### src/rtl/coder_pkg.sv
// Shared types for the coder pipeline: mode encoding and skid-buffer occupancy states.
package coder_pkg;

  localparam logic MODE_DECODE = 1'b0;
  localparam logic MODE_ENCODE = 1'b1;

  typedef enum logic [1:0] {
    EMPTY = 2'd0,
    ONE   = 2'd1,
    TWO   = 2'd2
  } coder_state_e;

endpackage

### src/rtl/coder_if.sv
// Input/output stream bundle of the coder pipeline, sized from the binary field width.
interface coder_if #(
  parameter int IN_W = 4
) ();
  localparam int OUT_W = 2**IN_W;

  // Both sides: a beat transfers on a rising edge where valid and ready are both 1;
  // a producer holds valid and its payload stable until that edge.
  logic             enable;
  logic             mode;
  logic             in_valid;
  logic             in_ready;
  logic [OUT_W-1:0] in_data;
  logic             out_valid;
  logic             out_ready;
  logic [OUT_W-1:0] out_data;
  logic             out_none;

  modport master (
    output enable, mode, in_valid, in_data, out_ready,
    input  in_ready, out_valid, out_data, out_none
  );

  modport slave (
    input  enable, mode, in_valid, in_data, out_ready,
    output in_ready, out_valid, out_data, out_none
  );

endinterface

### src/rtl/coder_core.sv
// Combinational datapath: binary-to-one-hot decode or MSB-priority encode, gated by enable.
module coder_core
  import coder_pkg::*;
#(
  parameter  int IN_W  = 4,
  localparam int OUT_W = 2**IN_W
) (
  input  logic [OUT_W-1:0] in_data,
  input  logic             enable,
  input  logic             mode,
  output logic [OUT_W-1:0] result,
  output logic             none
);

  logic [IN_W-1:0] idx;
  logic            hit;

  always_comb begin
    result = '0;
    none   = 1'b0;
    idx    = '0;
    hit    = 1'b0;
    // Ascending scan: the last set bit seen is the most significant one.
    for (int i = 0; i < OUT_W; i++) begin
      if (in_data[i]) begin
        idx = IN_W'(i);
        hit = 1'b1;
      end
    end
    if (!enable) begin
      none = 1'b1;
    end else if (mode == MODE_DECODE) begin
      result[in_data[IN_W-1:0]] = 1'b1;
    end else begin
      result[IN_W-1:0] = idx;
      none             = !hit;
    end
  end

endmodule

### src/rtl/coder_pipe.sv
// One-cycle coder stage behind a 2-entry skid buffer; in_ready is registered and
// never looks at out_ready, so the skid entry absorbs a stalled downstream.
module coder_pipe
  import coder_pkg::*;
#(
  parameter  int IN_W  = 4,
  localparam int OUT_W = 2**IN_W
) (
  input  logic         clk,
  input  logic         rst_n,
  coder_if.slave       bus,
  output coder_state_e state_o
);

  logic [OUT_W-1:0] core_result;
  logic             core_none;

  coder_core #(.IN_W(IN_W)) u_core (
    .in_data (bus.in_data),
    .enable  (bus.enable),
    .mode    (bus.mode),
    .result  (core_result),
    .none    (core_none)
  );

  coder_state_e     state_q,     state_d;
  logic             in_ready_q,  in_ready_d;
  logic [OUT_W-1:0] main_data_q, main_data_d;
  logic             main_none_q, main_none_d;
  logic [OUT_W-1:0] skid_data_q, skid_data_d;
  logic             skid_none_q, skid_none_d;

  logic accept;
  logic drain;

  assign accept = bus.in_valid && in_ready_q;
  assign drain  = (state_q != EMPTY) && bus.out_ready;

  always_comb begin
    state_d     = state_q;
    main_data_d = main_data_q;
    main_none_d = main_none_q;
    skid_data_d = skid_data_q;
    skid_none_d = skid_none_q;
    case (state_q)
      EMPTY: begin
        if (accept) begin
          main_data_d = core_result;
          main_none_d = core_none;
          state_d     = ONE;
        end
      end
      ONE: begin
        if (accept && !drain) begin
          skid_data_d = core_result;
          skid_none_d = core_none;
          state_d     = TWO;
        end else if (accept && drain) begin
          main_data_d = core_result;
          main_none_d = core_none;
        end else if (drain) begin
          state_d = EMPTY;
        end
      end
      TWO: begin
        // in_ready is low here, so only the drain side can move.
        if (drain) begin
          main_data_d = skid_data_q;
          main_none_d = skid_none_q;
          state_d     = ONE;
        end
      end
      default: state_d = EMPTY;
    endcase
    in_ready_d = (state_d != TWO);
  end

  always_ff @(posedge clk) begin
    if (!rst_n) begin
      state_q     <= EMPTY;
      in_ready_q  <= 1'b0;
      main_data_q <= '0;
      main_none_q <= 1'b0;
      skid_data_q <= '0;
      skid_none_q <= 1'b0;
    end else begin
      state_q     <= state_d;
      in_ready_q  <= in_ready_d;
      main_data_q <= main_data_d;
      main_none_q <= main_none_d;
      skid_data_q <= skid_data_d;
      skid_none_q <= skid_none_d;
    end
  end

  assign bus.in_ready  = in_ready_q;
  assign bus.out_valid = (state_q != EMPTY);
  assign bus.out_data  = main_data_q;
  assign bus.out_none  = main_none_q;
  assign state_o       = state_q;

endmodule
### src/flat_wrapper.sv
// flat-port wrapper written by rule: the top's interface ports become plain ports
module coder_pipe_flat import coder_pkg::*;
#(
  parameter  int IN_W  = 4,
  localparam int OUT_W = 2**IN_W
)
  (clk, rst_n, state_o, bus_enable, bus_mode, bus_in_valid, bus_in_data, bus_out_ready, bus_in_ready, bus_out_valid, bus_out_data, bus_out_none);
  coder_if #(.IN_W(IN_W)) bus_i ();
  input  logic clk;
  input  logic rst_n;
  output coder_state_e state_o;
  input wire logic [$bits(bus_i.enable)-1:0] bus_enable;
  input wire logic [$bits(bus_i.mode)-1:0] bus_mode;
  input wire logic [$bits(bus_i.in_valid)-1:0] bus_in_valid;
  input wire logic [$bits(bus_i.in_data)-1:0] bus_in_data;
  input wire logic [$bits(bus_i.out_ready)-1:0] bus_out_ready;
  output wire logic [$bits(bus_i.in_ready)-1:0] bus_in_ready;
  output wire logic [$bits(bus_i.out_valid)-1:0] bus_out_valid;
  output wire logic [$bits(bus_i.out_data)-1:0] bus_out_data;
  output wire logic [$bits(bus_i.out_none)-1:0] bus_out_none;
  assign bus_i.enable = bus_enable;
  assign bus_i.mode = bus_mode;
  assign bus_i.in_valid = bus_in_valid;
  assign bus_i.in_data = bus_in_data;
  assign bus_i.out_ready = bus_out_ready;
  assign bus_in_ready = bus_i.in_ready;
  assign bus_out_valid = bus_i.out_valid;
  assign bus_out_data = bus_i.out_data;
  assign bus_out_none = bus_i.out_none;
  coder_pipe #(.IN_W(IN_W)) u_core (.clk(clk), .rst_n(rst_n), .bus(bus_i), .state_o(state_o));
endmodule
### config.mk
export PLATFORM = sky130hd
export DESIGN_NAME = coder_pipe_flat
export DESIGN_NICKNAME = d
export VERILOG_FILES = /design/src/rtl/coder_pkg.sv /design/src/rtl/coder_if.sv /design/src/rtl/coder_core.sv /design/src/rtl/coder_pipe.sv /design/src/flat_wrapper.sv
export SDC_FILE = /design/constraint.sdc
export NUM_CORES = 1
export LEC_CHECK = 0
export CAP_MARGIN = 10
export CORE_ASPECT_RATIO = 1.25
export CORE_MARGIN = 5
export CORE_UTILIZATION = 44
export CTS_CLUSTER_SIZE = 25
export DETAILED_ROUTE_END_ITERATION = 8
export GPL_TIMING_DRIVEN = 0
export HOLD_SLACK_MARGIN = 0.02
export PLACE_DENSITY = 0.75
export SYNTH_ARGS = -nofsm -noshare
export SYNTH_HDL_FRONTEND = slang
export SYNTH_SLANG_ARGS = --single-unit
export TNS_END_PERCENT = 5
### constraint.sdc
create_clock -name clk -period 1.8 [get_ports clk]
set_input_delay 0.45 -clock clk [delete_from_list [all_inputs] [get_ports clk]]
set_output_delay 0.45 -clock clk [all_outputs]
set_load 0.02 [all_outputs]
**Yosys cells after proc, flatten, opt, wreduce, memory -nomap -nowiden**

Cells that the tools add are included.

- Output and inout bits: 21
- Memories kept: 0
- Memory bits (writable): 0
- Bits in latches: 0
- Register bits after elaboration: 37
- Memory bits (read-only): 0

- Divide/modulo/power cells: 0
- Equality and inequality tests: 7
- $mul: 0
- Muxes and demuxes: 54
- Reductions and logical operators: 12
- Shift-type cells: 0
- Magnitude comparators: 2
- Add/sub/neg operators: 0
- Bitwise logic cells: 0

Operators by type and width:

| kind | count |
|---|---|
| 16-bit two-way mux | 5 |
| 4-bit two-way mux | 15 |
| 16-bit case mux with 3 select lines | 1 |
| 1-bit two-way mux | 24 |
| 12-bit two-way mux | 1 |
| 2-bit two-way mux | 5 |
| 2-bit by 1-bit != test with 1-bit output, second input constant | 3 |
| 2-bit case mux with 3 select lines | 1 |
| 1-bit logical AND | 5 |
| 4-bit by 5-bit < comparator with 1-bit output, second input constant | 1 |
| 5-bit AND reduction | 1 |
| 1-bit demux with 4-bit select | 1 |
| 4-bit by 1-bit >= comparator with 1-bit output, second input constant | 1 |
| 2-bit != test, second input constant | 2 |
| 1-bit case mux with 3 select lines | 1 |
| 3-bit nonzero test | 1 |
| 2-bit by 1-bit == test with 1-bit output, second input constant | 1 |
| 2-bit == test, second input constant | 1 |
| 1-bit zero test | 2 |
| 2-bit zero test | 1 |
| 2-bit AND reduction | 1 |
| 2-bit nonzero test | 1 |

**Logic depth before layout (Yosys ltp)**

Gate-level depths: netlist of run 1.

- Depth in word-level cells: 22
- Depth in mapped cells: 7

**Modules after synthesis**

A second synthesis of run 1 with hierarchy kept.

- Cells, all modules: 209
- Area total of the unflattened synthesis: 1926.8 µm²

Modules (own cells, without submodules):

| module | cells each | instances | area an instance (µm²) |
|---|---|---|---|
| coder_pipe | 150 | 1 | 1585.3 |
| coder_core | 59 | 1 | 341.6 |

**Least setup slack after synthesis of run 1**

No wires, ideal clock.

- Path type: register -> register
- Start point: register u_core.state_q[0] (netlist: u_core.state_o[0])
- End point: register u_core.skid_data_q[1]
- Arrival: 1.666 ns
- Setup slack: 0.064 ns
- Clock period less this slack: 1.736 ns
- Stages on the path, launching flop included: 6
- Required time: 1.730 ns
- Path through: dfxtp_1 nand2b_1 or3_1 buf_2 or4_1 a21oi_1

- Word-level cells in the longest chain between the ends: 5
- Elaborated cells on any way between the ends: 6
- Those cells by class: eq/ne: 1; reduce/logical: 5

Ends and longest elaborated chain:

| item | line | RTL |
|---|---|---|
| start, declared | coder_pipe.sv:26 | `coder_state_e state_q, state_d;` |
| start signal, assigned | coder_pipe.sv:87 | `state_q <= state_d;` |
| 2-bit nonzero test | coder_pipe.sv:37 | `assign drain = (state_q != EMPTY) && bus.out_ready;` |
| 1-bit logical AND | coder_pipe.sv:37 |  |
| 1-bit zero test | coder_pipe.sv:54 | `if (accept && !drain) begin` |
| 1-bit logical AND | coder_pipe.sv:54 |  |
| 2-bit AND reduction (no source line) * | n/a |  |
| end signal, assigned | coder_pipe.sv:91 | `skid_data_q <= skid_data_d;` |
| end, declared | coder_pipe.sv:30 | `logic [OUT_W-1:0] skid_data_q, skid_data_d;` |

Every way passes the cells marked *; elsewhere a longest branch is shown, timed or not.
A chain may end at the register's enable or synchronous reset.

**Final worst setup path of run 1**

- Start point: input port bus_in_data[7]
- End point: register u_core.main_none_q (netlist: u_core.bus.out_none)

- Word-level cells in the longest chain between the ends: 15
- Elaborated cells on any way between the ends: 16
- Those cells by class: mux: 15; reduce/logical: 1

Ends and longest elaborated chain:

| item | line | RTL |
|---|---|---|
| start, declared | flat_wrapper.sv:15 | `input wire logic [$bits(bus_i.in_data)-1:0] bus_in_data;` |
| 1-bit two-way mux * (9 in a row) | coder_core.sv:25 | `if (in_data[i]) begin` |
| 1-bit zero test * | coder_core.sv:36 | `none = !hit;` |
| 1-bit two-way mux * | coder_core.sv:32 | `end else if (mode == MODE_DECODE) begin` |
| 1-bit two-way mux * | coder_core.sv:30 | `if (!enable) begin` |
| 1-bit two-way mux | coder_pipe.sv:58 | `end else if (accept && drain) begin` |
| 1-bit two-way mux | coder_pipe.sv:54 |  |
| 1-bit case mux with 3 select lines * | coder_pipe.sv:45 | `case (state_q)` |
| end signal, assigned | coder_pipe.sv:90 | `main_none_q <= main_none_d;` |
| end, declared | coder_pipe.sv:29 | `logic main_none_q, main_none_d;` |

Every way passes the cells marked *; elsewhere a longest branch is shown, timed or not. The select of a mux whose other input is x is not followed.

==> metrics.csv, run 1 <==
metric,value,unit
# setup viols final,1,
fmax,0.5555,GHz
I/O Buffers,40,
Worst Hold Depth,2,
row cnt,26,
#FFs+latches synth,37,
"Slew Viols, Final",0,
CP Cell Sequence,clkdlybuf4s50_1 -> or4_4 -> nor4_1 -> nand2_1 -> a41oi_1,
most frequent cells in the layout,"dfxtp_1 (36), a21oi_1 (35), clkdlybuf4s50_1 (23)",
global route hottest layer,met2,
CP Capture Type,register,
maxcap violations,0,
beginning of the worst hold path,u_core.skid_data_q[9],
Max transition margin,64.64,%
Tcrit/Tclk final,100.0,%
Crit-path slowest cell,or4_4,
DR pass1 iterations,4,
"slowest stage delay, CP",0.56,ns
"Reg clk slew, reported paths",0.08,ns
RSZ-0062 raised after global routing,yes,
reg2reg start,u_core.state_o[1],
Synth cell types,36,
WP data required,2.01,ns
Worst R2R End,u_core.skid_data_q[1],
Area Overhead vs Synth,37.62,%
Worst IR Drop VDD,609.0,uV
Iter 0 DRT Violations,97,
"most common cell after layout, fill and taps aside",dfxtp_1,
initial core utilization,44.85,%
leakage,0.9227,nW
Ports,43,
dpl hpwl,3572,um
Crit Path Max Fanout,3,
Die ar.,0.005503,mm2
hold endpoint,u_core.skid_data_q[9],
net count after synthesis,259,
vias in the first global route,1759,
Final WS setup,-0.0001488,ns
net total in the final layout,308,
CTS buffer count,5,
Syn Inst Count,237,
"Arr. time, crit path",2.01,ns
M1 GR Usage,23.86,%
met3 Track Usage GR,5.062,%
layout cells sized above 1,15.33,%
Ant. Diodes,0,
via count,1903,
Antenna Violating Nets Remaining,0,
CTS root buf,clkbuf_8,
Worst Setup Path Type,in -> reg,
synthesized area per cell,7.634,um2
Yosys warnings,0,
"Remaining Overflow, GRT",0,
synthesized cell area,0.001809,mm2
DRT Wirelength,5176,um
CTS Sinks,37,
final hold violations,0,
Placed Cells,333,
post-synthesis sequential area ratio,40.94,%
DIE WIDTH,67.36,um
worst min path class,reg -> reg,
Hold Buf Count CTS,0,
failing checks,setup timing,
die height,81.70,um
CTS H-tree depth,2,
final core utilization,61.72,%
core area,0.004034,mm2
Register-to-Register Path Depth,5,
clk_skew,0.007678,ns
first-pass GRT wire length,8355,um
startpoint types,input port,
clk buf depth,2,
met2 Use GR,35.59,%
crit path time final,1.800,ns
Remaining DRCs,0,
status,finished with violations,
final std cells w/o fill,343,
global placement routability congestion,0.9126,
TritonCTS clock tree,yes,
initial antenna violation count,0,
Slew @ Worst Pin,0.5304,ns
via/cell ratio,5.548,
r2r setup slk,0.04,ns
DR WL/cell,15.09,um
Tot GR Track Use,20.35,%
Worst-Skew Late Latency,0.29,ns
largest net degree at the start of global routing,12,
PD cells,706.3,mW/mm2
[routing by layer]
metal	vias to the layer above	share of wire, %
li1	960	-
met4	0	1.4
met2	54	51
met3	6	5.5
met1	883	42
met5	-	0
[cell usage after synthesis (all sizes together)]
cell | n | area, um2
or4 | 3 | 22.52
nor2 | 22 | 82.58
nand3b | 1 | 7.510
and2 | 2 | 12.51
nor4bb | 1 | 10.01
or3 | 7 | 43.79
o211ai | 2 | 15.01
nand2b | 4 | 25.02
nand2 | 18 | 67.56
dfxtp | 37 | 740.7
a2111oi | 1 | 8.760
mux2i | 1 | 10.01
or2 | 2 | 12.51
o311ai | 5 | 43.79
a211oi | 2 | 15.01
or4b | 2 | 20.02
buf | 6 | 36.28
a41oi | 1 | 8.760
nor4b | 2 | 23.77
o31ai | 1 | 12.51
clkbuf | 13 | 48.80
nor3b | 1 | 7.510
a221oi | 1 | 8.760
a31oi | 5 | 31.28
o22ai | 2 | 12.51
o21ai | 23 | 115.1
inv | 6 | 22.52
or3b | 1 | 8.760
nor4 | 2 | 12.51
nor2b | 3 | 18.77
nand4b | 1 | 8.760
a21oi | 37 | 185.2
nor3 | 22 | 110.1
[power breakdown]
part	total [mW]	internal [mW]	switching, mW
Combinational	0.330	0.144	0.186
Clock	0.560	0.268	0.292
Sequential	0.868	0.851	0.0174
[kinds of logic (layout without fill, tap and decap cells)]
kind of cell / after synthesis / after routing / synth area share [%]
AND/OR/NAND/NOR: 94 / 94 / 27.32
AO/OA/AOI/OAI: 80 / 80 / 25.24
flip-flops: 37 / 37 / 40.94
buffers and inverters: 25 / 75 / 5.947
multiplexers: 1 / 1 / 0.5533
[per-stage QoR]
stage / cell area, um2 / hold slack, ns / setup TNS (ns) / worst slack, ns / power (mW)
after floorplan: 1809 / 0.4345 / 0 / 0.06387 / 1.041
after global routing: 2490 / 0.4775 / -0.05895 / -0.03058 / 1.842
after CTS: 2421 / 0.4606 / -0.02295 / -0.02295 / 1.765
after global placement: 2280 / 0.4426 / -21.48 / -0.7134 / 1.198
final: 2490 / 0.4605 / -0.0001488 / -0.0001488 / 1.759
after detailed placement: 2280 / 0.4499 / -22.32 / -0.7653 / 1.201
[worst max path at each step]
stage | endpoint | cells past startpoint | from | slack [ns]
2_1_floorplan | u_core.skid_data_q[1] | 5 | u_core.state_o[0] | 0.06
3_3_place_gp | u_core.bus.out_none | 6 | bus_out_ready | -0.71
4_1_cts | u_core.bus.out_none | 5 | bus_in_data[9] | -0.02
3_5_place_dp | u_core.bus.out_none | 6 | bus_out_ready | -0.77
6_report | u_core.bus.out_none | 5 | bus_in_data[7] | -0.0001
5_1_grt | u_core.bus.out_none | 5 | bus_in_data[7] | -0.03
[sequential cells by signal, indices dropped and copies added, names as in the netlist]
register / flops
u_core.state_o: 2
u_core.bus.out_none: 1
u_core.bus.out_data: 16
u_core.skid_data_q: 16
u_core.skid_none_q: 1
u_core.bus.in_ready: 1
[worst max-delay path, delay by kind of cell]
| kind | cells | cell delay, ns |
|---|---|---|
| compound gates | 1 | 0.24 |
| buf+inv | 1 | 0.44 |
| simple gates | 3 | 0.88 |
[area by class of cell]
cell class / count / area [um2]
fillers: 391 / 1544
multi-input cells: 175 / 1056
flip-flops and latches: 37 / 742.0
clock buffers: 6 / 72.57
repair buffers: 43 / 417.9
inverters: 6 / 22.52
well taps: 56 / 70.07
clock inverters: 2 / 10.01
plain buffers: 18 / 98.84
[timing repair]
item / in CTS / in global routing
hold endpoints to repair: 0 / 0
gates resized for setup: 27 / 32
setup buffers: 3 / 0
pin swaps: 5 / 6
setup endpoints to repair: 38 / 35
(Power assumes the default switching activity.)
==> run 2: changes to the inputs <==
--- a/config.mk
+++ b/config.mk
@@ -14,6 +14,7 @@
 export GPL_TIMING_DRIVEN = 0
 export HOLD_SLACK_MARGIN = 0.02
 export PLACE_DENSITY = 0.75
+export SKIP_LAST_GASP = 1
 export SYNTH_ARGS = -nofsm -noshare
 export SYNTH_HDL_FRONTEND = slang
 export SYNTH_SLANG_ARGS = --single-unit
==> run 2 against run 1 <==
The flow still finishes with violations (setup timing). Clock-buffer cell count did not move. Wire length fell by 1.3%. Non-clock buffer count did not move. Clock skew fell by 0.00075 ns. Register-to-register slack barely moved. Largest power group unchanged.
==> metrics.csv, run 2 (same netlist as run 1, synthesis figures left out) <==
metric,value,unit,change
status,finished with violations,,
failing checks,setup timing,,
DR pass1 iterations,5,,+1
Ports,43,,unchanged
r2r setup slk,0.04,ns,about the same
DRT Wirelength,5108,um,-1.3%
Worst IR Drop VDD,610.2,uV,+0.20%
Die ar.,0.005503,mm2,unchanged
I/O Buffers,40,,unchanged
Final WS setup,-0.05494,ns,-0.05479 ns
CTS Sinks,37,,unchanged
TritonCTS clock tree,yes,,
worst min path class,reg -> reg,,
DIE WIDTH,67.36,um,unchanged
CTS root buf,clkbuf_8,,
via count,1902,,-0.053%
"Arr. time, crit path",2.06,ns,+0.05 ns
most frequent cells in the layout,"dfxtp_1 (37), a21oi_1 (36), clkdlybuf4s50_1 (30)",,
beginning of the worst hold path,u_core.skid_data_q[8],,
Antenna Violating Nets Remaining,0,,unchanged
Ant. Diodes,0,,unchanged
largest net degree at the start of global routing,12,,unchanged
Crit-path slowest cell,clkdlybuf4s50_1,,
Iter 0 DRT Violations,123,,+27%
WP data required,2.01,ns,about the same
hold endpoint,u_core.skid_data_q[8],,
Bufs and invs on worst path,1,,unchanged
via/cell ratio,5.545,,about the same
net total in the final layout,308,,unchanged
fmax,0.5391,GHz,-3.0%
Slew @ Worst Pin,0.5055,ns,-0.02488 ns
die height,81.70,um,unchanged
row cnt,26,,unchanged
Worst R2R End,u_core.skid_data_q[1],,
PD cells,717.2,mW/mm2,+1.6%
dpl hpwl,3572,um,unchanged
crit path time final,1.855,ns,+0.05479 ns
Tot GR Track Use,20.29,%,-0.057 points
Area Overhead vs Synth,34.99,%,
Tcrit/Tclk final,103.1,%,+3.0 points
core area,0.004034,mm2,unchanged
RSZ-0062 raised after global routing,yes,,
global placement routability congestion,0.9126,,unchanged
CTS H-tree depth,2,,unchanged
Max transition margin,66.30,%,+1.7 points
first-pass GRT wire length,8342,um,-0.16%
crit-path leading delay family,simple AND/OR/NAND/NOR gates,,
startpoint types,input port,,
"most common cell after layout, fill and taps aside",dfxtp_1,,
maxcap violations,0,,unchanged
"Reg clk slew, reported paths",0.07,ns,about the same
Worst Hold Depth,2,,unchanged
CP Capture Type,register,,
clk buf depth,2,,unchanged
Hold Buf Count CTS,0,,unchanged
final hold violations,0,,unchanged
vias in the first global route,1756,,-0.17%
Overall Power,1.752,mW,-0.38%
initial core utilization,44.85,%,unchanged
# setup viols final,4,,+3
"slowest stage delay, CP",0.45,ns,-0.11 ns
Remaining DRCs,0,,unchanged
Crit Path Max Fanout,4,,+1
"Remaining Overflow, GRT",0,,unchanged
DR WL/cell,14.89,um,-1.3%
Worst-Skew Late Latency,0.29,ns,about the same
final core utilization,60.55,%,-1.2 points
initial antenna violation count,0,,unchanged
reg2reg start,u_core.state_o[1],,
clk_skew,0.006923,ns,-0.0007544 ns
"Slew Viols, Final",0,,unchanged
CTS buffer count,5,,unchanged
Worst Setup Path Type,in -> reg,,
CP Cell Sequence,clkdlybuf4s50_1 -> nor4_1 -> nor4b_4 -> nand2_1 -> a41oi_1,,
filler instances,396,,+1.3%
Register-to-Register Path Depth,5,,unchanged
layout cells sized above 1,11.85,%,-3.5 points
leakage,0.8862,nW,-4.0%
run 2: changes by cell type in the layout (fill, tap and decap cells not counted), moves of 2 or more:
| cell | delta |
|---|---|
| clkbuf_1 | +2 |
| clkbuf_2 | -3 |
| dlymetal6s2s_1 | -3 |
| clkdlybuf4s50_1 | +7 |
run 2: per-stage QoR:
stage | worst slack (ns) | TNS, ns | std cells | area [um2] | hold slack [ns]
2_1_floorplan | 0.06387 | 0 | 237 | 1809 | 0.4345
3_3_place_gp | -0.7134 | -21.48 | 333 | 2280 | 0.4426
5_1_grt | -0.09594 | -1.369 | 343 | 2442 | 0.4791
6_report | -0.05494 | -0.1278 | 343 | 2442 | 0.4609
4_1_cts | -0.09047 | -0.4374 | 343 | 2420 | 0.4606
3_5_place_dp | -0.7653 | -22.32 | 333 | 2280 | 0.4499
run 2: worst max path at each step:
stage | cells after the start | start | slack [ns] | to
3_3_place_gp | 6 | bus_out_ready | -0.71 | u_core.bus.out_none
5_1_grt | 6 | bus_in_data[9] | -0.1 | u_core.bus.out_data[2]
4_1_cts | 5 | bus_in_data[14] | -0.09 | u_core.bus.out_none
2_1_floorplan | 5 | u_core.state_o[0] | 0.06 | u_core.skid_data_q[1]
3_5_place_dp | 6 | bus_out_ready | -0.77 | u_core.bus.out_none
6_report | 5 | bus_in_data[9] | -0.05 | u_core.bus.out_none
run 2: tightest hold or removal path: cells and delay by family, from the launching register on:
kind             cells  cell delay (ns)
AO/OA/AOI/OAI        1             0.05
flip-flops           1             0.31
AND/OR/NAND/NOR      1             0.05
run 2: layout make-up:
cell class	instances	area, um2	share of cell area (%)
inverters	6	22.52	0.9221
multi-input cells	175	1011	41.39
repair buffers	43	421.7	17.26
clock buffers	6	72.57	2.971
clock inverters	2	10.01	0.4098
flip-flops and latches	37	740.7	30.33
well taps	56	70.07	2.869
plain buffers	18	93.84	3.842
run 2: power breakdown:
group          switching [mW]  leakage (nW)  internal [mW]
Clock                   0.291        0.0450          0.268
Sequential             0.0174         0.301          0.851
Combinational           0.180         0.540          0.145
run 2: timing repair:
item | in CTS | in global routing
resized for setup | 19 | 14
hold endpoints to repair | 0 | 0
setup buffers | 3 | 0
pin swaps | 4 | 0
setup endpoints to repair | 38 | 36
run 2: layer usage:
metal	routed length (um)	track usage (%)
met5	0	0
met4	87	7.505
met3	309	4.514
met2	2606	35.30
met1	2105	24.11
==> run 3: changes to the inputs <==
--- a/config.mk
+++ b/config.mk
@@ -5,7 +5,7 @@
 export SDC_FILE = /design/constraint.sdc
 export NUM_CORES = 1
 export LEC_CHECK = 0
-export CAP_MARGIN = 10
+export CAP_MARGIN = 5
 export CORE_ASPECT_RATIO = 1.25
 export CORE_MARGIN = 5
 export CORE_UTILIZATION = 44
==> results of run 3 <==
No change in the layout: final DEF, timing and power equal those of run 2.
